[config.mk]
export PLATFORM = sky130hd
export DESIGN_NAME = cla_subtractor_pipe
export DESIGN_NICKNAME = d
export VERILOG_FILES = /design/src/rtl/arith_pkg.sv /design/src/rtl/bla_slice.sv /design/src/rtl/cla_subtractor_pipe.sv
export SDC_FILE = /design/constraint.sdc
export NUM_CORES = 1
export LEC_CHECK = 0
export BUFFER_PORTS_ARGS = -buffer_cell sky130_fd_sc_hd__buf_2
export CAP_MARGIN = 30
export CORE_MARGIN = 4
export CORE_UTILIZATION = 36
export DETAILED_ROUTE_END_ITERATION = 16
export PLACE_DENSITY = 0.56
export SKIP_LAST_GASP = 1
export SLEW_MARGIN = 0
export SYNTH_ARGS = -nofsm -noshare
export SYNTH_HDL_FRONTEND = slang
export SYNTH_SLANG_ARGS = --single-unit
[constraint.sdc]
create_clock -name clk -period 5.67 [get_ports clk]
set_clock_uncertainty 0.1 [all_clocks]
set_input_delay 0.8505 -clock clk [delete_from_list [all_inputs] [get_ports clk]]
set_output_delay 0.8505 -clock clk [all_outputs]
set_load 0.02 [all_outputs]
[src/rtl/arith_pkg.sv]
// Shared arithmetic helpers for the carry/borrow-lookahead adder and subtractor datapaths.
package arith_pkg;

    localparam int WIDTH_DEF = 16;

    function automatic int half_width(input int w);
        return w / 2;
    endfunction

    // Subtract form: {generate, propagate} = {~a & b, ~(a ^ b)}.
    function automatic logic [1:0] gp_sub(input logic a_bit, input logic b_bit);
        return {~a_bit & b_bit, ~(a_bit ^ b_bit)};
    endfunction

endpackage

[src/rtl/bla_slice.sv]
// Combinational H-bit borrow-lookahead slice: d = a - b - bin, bout = borrow out of the top bit.
module bla_slice
    import arith_pkg::*;
#(
    parameter int H = 8
) (
    input  logic [H-1:0] a,
    input  logic [H-1:0] b,
    input  logic         bin,
    output logic [H-1:0] d,
    output logic         bout
);

    logic [H-1:0] g;
    logic [H-1:0] p;
    logic [H:0]   br;

    assign br[0] = bin;

    genvar gi;
    generate
        for (gi = 0; gi < H; gi++) begin : g_bit
            assign {g[gi], p[gi]} = gp_sub(a[gi], b[gi]);
            assign br[gi+1]       = g[gi] | (p[gi] & br[gi]);
            assign d[gi]          = a[gi] ^ b[gi] ^ br[gi];
        end
    endgenerate

    assign bout = br[H];

endmodule

[src/rtl/cla_subtractor_pipe.sv]
// Two-stage pipelined borrow-lookahead subtractor with valid/ready on both sides.
// Stage 1 resolves the low half, stage 2 the high half plus borrow-out and overflow.
module cla_subtractor_pipe
    import arith_pkg::*;
#(
    parameter int WIDTH = WIDTH_DEF
) (
    input  logic             clk,
    input  logic             rst,
    input  logic             in_valid,
    output logic             in_ready,
    input  logic [WIDTH-1:0] a,
    input  logic [WIDTH-1:0] b,
    input  logic             bin,
    output logic             out_valid,
    input  logic             out_ready,
    output logic [WIDTH-1:0] d,
    output logic             bout,
    output logic             ovf
);

    localparam int H = half_width(WIDTH);

    logic         s1_valid_q, s1_valid_d;
    logic [H-1:0] d_lo_q, d_lo_d;
    logic         br_h_q, br_h_d;
    logic [H-1:0] a_hi_q, a_hi_d;
    logic [H-1:0] b_hi_q, b_hi_d;

    logic             s2_valid_q, s2_valid_d;
    logic [WIDTH-1:0] d_q, d_d;
    logic             bout_q, bout_d;
    logic             ovf_q, ovf_d;

    logic         s1_adv, s2_adv, accept;
    logic [H-1:0] lo_diff, hi_diff;
    logic         lo_bout, hi_bout;

    bla_slice #(.H(H)) u_lo (
        .a    (a[H-1:0]),
        .b    (b[H-1:0]),
        .bin  (bin),
        .d    (lo_diff),
        .bout (lo_bout)
    );

    bla_slice #(.H(H)) u_hi (
        .a    (a_hi_q),
        .b    (b_hi_q),
        .bin  (br_h_q),
        .d    (hi_diff),
        .bout (hi_bout)
    );

    always_comb begin
        s2_adv = !s2_valid_q || out_ready;
        s1_adv = !s1_valid_q || s2_adv;
        accept = in_valid && s1_adv;

        s1_valid_d = s1_valid_q;
        d_lo_d     = d_lo_q;
        br_h_d     = br_h_q;
        a_hi_d     = a_hi_q;
        b_hi_d     = b_hi_q;
        if (s1_adv) begin
            s1_valid_d = accept;
        end
        if (accept) begin
            d_lo_d = lo_diff;
            br_h_d = lo_bout;
            a_hi_d = a[WIDTH-1:H];
            b_hi_d = b[WIDTH-1:H];
        end

        s2_valid_d = s2_valid_q;
        d_d        = d_q;
        bout_d     = bout_q;
        ovf_d      = ovf_q;
        if (s2_adv) begin
            s2_valid_d = s1_valid_q;
        end
        // Signed overflow: operand signs differ and the result sign departs from the minuend.
        if (s2_adv && s1_valid_q) begin
            d_d    = {hi_diff, d_lo_q};
            bout_d = hi_bout;
            ovf_d  = (a_hi_q[H-1] != b_hi_q[H-1]) && (hi_diff[H-1] != a_hi_q[H-1]);
        end
    end

    always_ff @(posedge clk) begin
        if (rst) begin
            s1_valid_q <= 1'b0;
            d_lo_q     <= '0;
            br_h_q     <= 1'b0;
            a_hi_q     <= '0;
            b_hi_q     <= '0;
            s2_valid_q <= 1'b0;
            d_q        <= '0;
            bout_q     <= 1'b0;
            ovf_q      <= 1'b0;
        end else begin
            s1_valid_q <= s1_valid_d;
            d_lo_q     <= d_lo_d;
            br_h_q     <= br_h_d;
            a_hi_q     <= a_hi_d;
            b_hi_q     <= b_hi_d;
            s2_valid_q <= s2_valid_d;
            d_q        <= d_d;
            bout_q     <= bout_d;
            ovf_q      <= ovf_d;
        end
    end

    assign in_ready  = s1_adv;
    assign out_valid = s2_valid_q;
    assign d         = d_q;
    assign bout      = bout_q;
    assign ovf       = ovf_q;

endmodule

==> run summary, run 1 <==
outcome: completed
critical path's most frequent cell: fa_1
PD cells: 282.6 nW/um^2
max-cap viol count: 0
largest net degree at the start of global routing: 64
max-slew violations: 0
Leak: 1.098 nW
Max Clk Rate: 232.1 MHz
initial antenna violation count: 0
Worst Reg-to-Reg Cells: 14
initial core utilization: 36.92%
wire per inst: 13.80 um
Critical R2R Capture: ovf
WS Path Type: flip-flop to flip-flop
share of post-route cells with drive strength above 1: 24.91%
crit end category: flip-flop
WHS: 0.3738 ns
worst hold path type: flip-flop to flip-flop
CP Data Arrival Time: 4.42 ns
Yosys cell types: 23
reg-to-reg slack, setup: 1.36 ns
area of the core: 5921 sq um
Hold Path Depth: 2
RD Place Congestion: 0.7109
Final min period: 4.309 ns
total number of vias: 1,648
Die Height: 85.92 um
Iter 0 DRT Violations: 60
vias in the first global route: 1,584
worst path buffer plus inverter count: 3
GR Overflow Total: 0
Max clock buf depth: 2
Slew @ Worst Pin: 0.9684 ns
crit path cell chain: inv_1, fa_1, inv_1, fa_1, fa_1, fa_1, fa_1, fa_1, fa_1, inv_1, fa_1, xnor2_1, or4_1, a21oi_1
post-CTS setup buffers: 0
Routed WL: 4692 um
first-pass GRT wire length: 7741 um
chip width: 85.92 um
CTS Sinks: 45
Seq/Total Area, Yosys: 41.21%
CTS clock-pin slew for the worst setup and hold paths: 0.08 ns
Ports: 57
DRC viols: 0
row count: 28
Area Overhead vs Synth: 18.03%
Syn Nets: 273
vias per cell: 4.847
CP delay by family, top: adder cells
Ys Warns: 0
Hold Crit Start: d[4]
Hold EP: d[4]
first-pass iteration count of the detailed router: 4
CTS-repair resized insts: 0
Inserted Clock Buffers: 5
Fin. Hold Viols: 0
HPWL reported at the end of detailed placement: 3368 um
# hold bufs at CTS: 0
max_slew headroom: 35.44%
Nets: 318
All-Layer GR Usage: 13.27%
CP max-delay cell: fa_1
root buffer cell: clkbuf_8
Max stage delay on crit path: 0.45 ns
FF-to-FF Start: b_hi_q[0]
Avg Synthesized Cell Area: 9.981 sq um
Synth Instances: 219
data required time at the worst endpoint: 5.78 ns
CTS tree: done
Final ANT Viol Nets: 0
Netlist Area Pre-Place: 2186 sq um
die area: 7382 sq um
# setup viols final: 0
H-tree levels: 2
setup_tns: 0 ns
port buffer count: 56
Final Cycle Share: 76.00%
Worst Path Max Fanout: 2
Clk Latency, worst-skew pair: 0.29 ns
Synth Register Bits: 45
startpoint types: flip-flop
RSZ-0062 raised after global routing: no
Max VDD drop: 0.1024 mV
diode count: 0
==> sequential cells by signal, indices dropped and copies added, names as in the netlist <==
register,flops
d,16
a_hi_q,8
b_hi_q,8
d_lo_q,8
bout,1
br_h_q,1
out_valid,1
ovf,1
s1_valid_q,1
==> kinds of logic (layout without fill, tap and decap cells) <==
logic type	Yosys count	after routing	synth area share, %
adder cells (fa/ha/maj)	17	17	15.23
multiplexers	9	9	4.122
AND/OR/NAND/NOR	42	42	12.99
XOR/XNOR	1	1	0.4008
flip-flops	45	45	41.21
buffers and inverters	43	89	8.701
AO/OA/AOI/OAI	62	62	17.34
==> worst min-delay path, delay by kind of cell (launching register included) <==
| kind | cells | cell delay (ns) |
|---|---|---|
| AOI/OAI and AO/OA | 2 | 0.12 |
| DFF | 1 | 0.31 |
==> layer usage <==
layer	global-route usage (%)	wire (um)	vias up
met5	0	0	-
met4	3.885	59	0
met3	3.458	204	5
met2	19.41	2074	36
met1	19.18	2354	774
li1	-	-	833
==> placed cells by master, fill, tap and decap left out <==
cell type / count
a211oi_1: 14
a21oi_1: 27
a21oi_4: 1
buf_2: 56
bufinv_16: 1
clkbuf_1: 1
clkbuf_8: 6
dfxtp_1: 45
fa_1: 16
ha_1: 1
inv_1: 25
mux2i_1: 9
nand2b_1: 19
nand3_1: 10
nand3b_2: 1
nand4b_1: 9
nor2_1: 1
nor2b_4: 1
o21ai_0: 11
o31ai_1: 9
or4_1: 1
xnor2_1: 1
==> cells in the mapped netlist <==
cell	count	area (sq um)
a211oi_1	14	105.1
a21oi_1	27	135.1
a21oi_4	1	16.27
buf_1	1	3.750
buf_2	5	25.02
buf_4	4	30.03
buf_6	1	11.26
clkbuf_1	7	26.28
dfxtp_1	45	900.9
fa_1	16	320.3
ha_1	1	12.51
inv_1	25	93.84
mux2i_1	9	90.09
nand2b_1	19	118.9
nand3_1	10	50.05
nand3b_2	1	11.26
nand4b_1	9	78.83
nor2_1	1	3.750
nor2b_4	1	13.76
o21ai_0	11	55.05
o31ai_1	9	67.56
or4_1	1	7.510
xnor2_1	1	8.760
==> per-stage QoR <==
step                      cells  total power [W]  utilization (%)  instance area (sq um)  worst slack, ns
after CTS                   340        0.0007390            43.58                   2580            1.365
after global routing        340        0.0007696            43.58                   2580            1.171
after global placement      332        0.0004891            41.61                   2464            1.329
after detailed placement    332        0.0004909            41.61                   2464            1.209
after floorplan             219        0.0004456                -                   2186            1.521
final                       340        0.0007291            43.58                   2580            1.361
==> power by group <==
part | leakage, nW | switching (W) | internal, W
logic | 0.670 | 0.0000709 | 0.0000572
clock network | 0.0585 | 0.000104 | 0.000144
registers | 0.370 | 0.0000148 | 0.000338
total | 1.10 | 0.000190 | 0.000539
==> worst max-delay path by stage <==
stage / from / to / cells past startpoint
CTS: a_hi_q[0] / ovf / 13
finish: b_hi_q[0] / ovf / 14
global route: b_hi_q[0] / ovf / 14
global placement: b[0] / d_lo_q[7] / 14
floorplan: b[0] / d_lo_q[7] / 13
detailed placement: b[0] / d_lo_q[7] / 14
==> layout make-up <==
| type | instances | area (sq um) |
|---|---|---|
| Tap cell | 75 | 93.84 |
| Fill cell | 604 | 3341 |
| Inverter | 25 | 93.84 |
| Multi-Input combinational cell | 131 | 1095 |
| Clock inverter | 1 | 30.03 |
| Clock buffer | 7 | 86.33 |
| Timing Repair Buffer | 56 | 280.3 |
| Sequential cell | 45 | 900.9 |
No activity file was read; power rests on OpenSTA's default activity.
==> run 2, diff against run 1 <==
Clock period 5.67 ns to 4.1 ns, I/O delays scaled along.
==> run 2 against run 1 <==
Via count down 1.2%. Flip-flop and latch count did not move. Utilization increased by 0.084 points. Die area unchanged. Cell area rose by 0.19%. Clock power increased by 4%. Sequential share of layout area is 0.068 points lower. Critical endpoint unchanged. Sequential power grew 38%. Clock-buffer cell count is 1 lower. Setup slack got worse by 1.3 ns. Critical path type unchanged. Combinational power increased by 48%.
==> run summary, run 2 (same netlist as run 1, synthesis figures left out) <==
PD cells: 361.8 nW/um^2 (+28%)
Inserted Clock Buffers: 5 (unchanged)
row count: 28 (unchanged)
vias per cell: 4.749 (-2.0%)
RD Place Congestion: 0.7385 (+3.9%)
first-pass GRT wire length: 7755 um (+0.18%)
diode count: 0 (unchanged)
Final min period: 4.073 ns (-0.2367 ns)
# setup viols final: 0 (unchanged)
worst hold path type: flip-flop to flip-flop
area of the core: 5921 sq um (unchanged)
outcome: completed
Ports: 57 (unchanged)
max_slew headroom: 35.49% (+0.051 points)
Nets: 321 (+0.94%)
CP Data Arrival Time: 4.19 ns (-0.23 ns)
DRC viols: 0 (unchanged)
Routed WL: 4624 um (-1.4%)
vias in the first global route: 1,617 (+2.1%)
Max stage delay on crit path: 0.43 ns (-0.02 ns)
startpoint types: flip-flop
GR Overflow Total: 0 (unchanged)
CP max-delay cell: fa_1
first-pass iteration count of the detailed router: 4 (unchanged)
Final ANT Viol Nets: 0 (unchanged)
critical path's most frequent cell: fa_2
Clk Latency, worst-skew pair: 0.29 ns (about the same)
WHS: 0.3748 ns (+0.001062 ns)
H-tree levels: 2 (unchanged)
Leak: 1.094 nW (-0.37%)
Final Cycle Share: 99.33% (+23 points)
FF-to-FF Start: b_hi_q[0]
WS Path Type: flip-flop to flip-flop
crit path cell chain: inv_1, fa_1, inv_1, fa_2, fa_2, fa_2, fa_2, fa_2, fa_1, inv_1, fa_1, xnor2_1, or4_1, a21oi_2
chip width: 85.92 um (unchanged)
Hold Crit Start: d[8]
commonest non-fill, non-tap cell in the layout: buf_2
Area Overhead vs Synth: 18.26%
# fillers: 610 (+0.99%)
All-Layer GR Usage: 13.17% (-0.11 points)
worst path buffer plus inverter count: 3 (unchanged)
fin util: 43.66% (+0.084 points)
total number of vias: 1,629 (-1.2%)
Fin. Hold Viols: 0 (unchanged)
Die Height: 85.92 um (unchanged)
Worst Path Max Fanout: 2 (unchanged)
largest net degree at the start of global routing: 64 (unchanged)
Max clock buf depth: 2 (unchanged)
CTS tree: done
max-slew violations: 0 (unchanged)
most frequent cells in the layout: 56 x buf_2, 45 x dfxtp_1, 26 x a21oi_1
max-cap viol count: 0 (unchanged)
reg-to-reg slack, setup: 0.03 ns (-1.33 ns)
max reg flops: 16 (unchanged)
root buffer cell: clkbuf_8
initial antenna violation count: 0 (unchanged)
die area: 7382 sq um (unchanged)
CTS clock-pin slew for the worst setup and hold paths: 0.08 ns (about the same)
initial core utilization: 36.92% (unchanged)
HPWL reported at the end of detailed placement: 3281 um (-2.6%)
CP delay by family, top: adder cells
# hold bufs at CTS: 0 (unchanged)
CTS Sinks: 45 (unchanged)
Slew @ Worst Pin: 0.9677 ns (-0.0007712 ns)
wire per inst: 13.48 um (-2.3%)
Max VDD drop: 0.1245 mV (+22%)
port buffer count: 56 (unchanged)
share of post-route cells with drive strength above 1: 27.99% (+3.1 points)
data required time at the worst endpoint: 4.21 ns (-1.57 ns)
Critical Path Start: b_hi_q[0]
Iter 0 DRT Violations: 71 (+18%)
Tot Pwr: 0.0009352 W (+28%)
crit end category: flip-flop
Max Clk Rate: 245.5 MHz (+5.8%)
RSZ-0062 raised after global routing: yes
[run 2: cell count changes in the layout (fill, tap and decap cells not counted)]
cell       change
a21oi_1        -1
fa_2           +5
bufinv_16      -1
fa_1           -5
a21oi_2        +1
buf_4          +3
clkbuf_8       -1
clkinv_2       +2
[run 2: final cells by class]
class,count,area (sq um),area share [%]
inverters,25,93.84,3.630
clock inverters,2,10.01,0.3872
multi-input cells,131,1111,42.98
well taps,75,93.84,3.630
repair buffers,59,302.8,11.71
flip-flops and latches,45,900.9,34.85
clock buffers,6,72.57,2.807
[run 2: worst min-delay path: cells and delay by family, from the launching register on]
family / cells / cell delay [ns]
flops: 1 / 0.31
compound gates: 2 / 0.12
[run 2: per-stage QoR]
stage / setup slack (ns) / setup TNS, ns / instance area, sq um / std cells
2_1_floorplan: 0.03203 / 0 / 2188 / 219
3_3_place_gp: -0.09595 / -0.1516 / 2474 / 333
3_5_place_dp: -0.1761 / -0.2624 / 2474 / 333
4_1_cts: -0.04912 / -0.04912 / 2571 / 342
5_1_grt: -0.1441 / -0.1441 / 2585 / 343
6_report: 0.02748 / 0 / 2585 / 343
[run 2: worst paths after layout]
| check | end | depth (start not counted) |
|---|---|---|
| max | ovf | 14 |
| min | d[8] | 2 |
| max reg2reg | ovf | 14 |
| min reg2reg | d[8] | 2 |
[run 2: what timing repair did]
item	CTS	global route
pin swaps	2	1
endpoints found under the setup margin	1	1
gates cloned	0	0
gates resized for setup	3	2
buffers inserted	1	1
[run 2: routing by layer]
layer  global-route usage (%)  wire, um  vias to the layer above
met4                    3.885        61                        0
met3                    3.650       231                        5
li1                         -         -                      841
met5                        0         0                        -
met2                    20.32      2041                       34
met1                    17.96      2289                      749
[run 2: power by group]
group / total [W] / switching [W] / internal [W] / leakage [nW]
combinational: 0.000189 / 0.0000997 / 0.0000893 / 0.679
clock: 0.000258 / 0.000140 / 0.000118 / 0.0450
sequential: 0.000488 / 0.0000208 / 0.000468 / 0.370
total: 0.000935 / 0.000260 / 0.000675 / 1.09
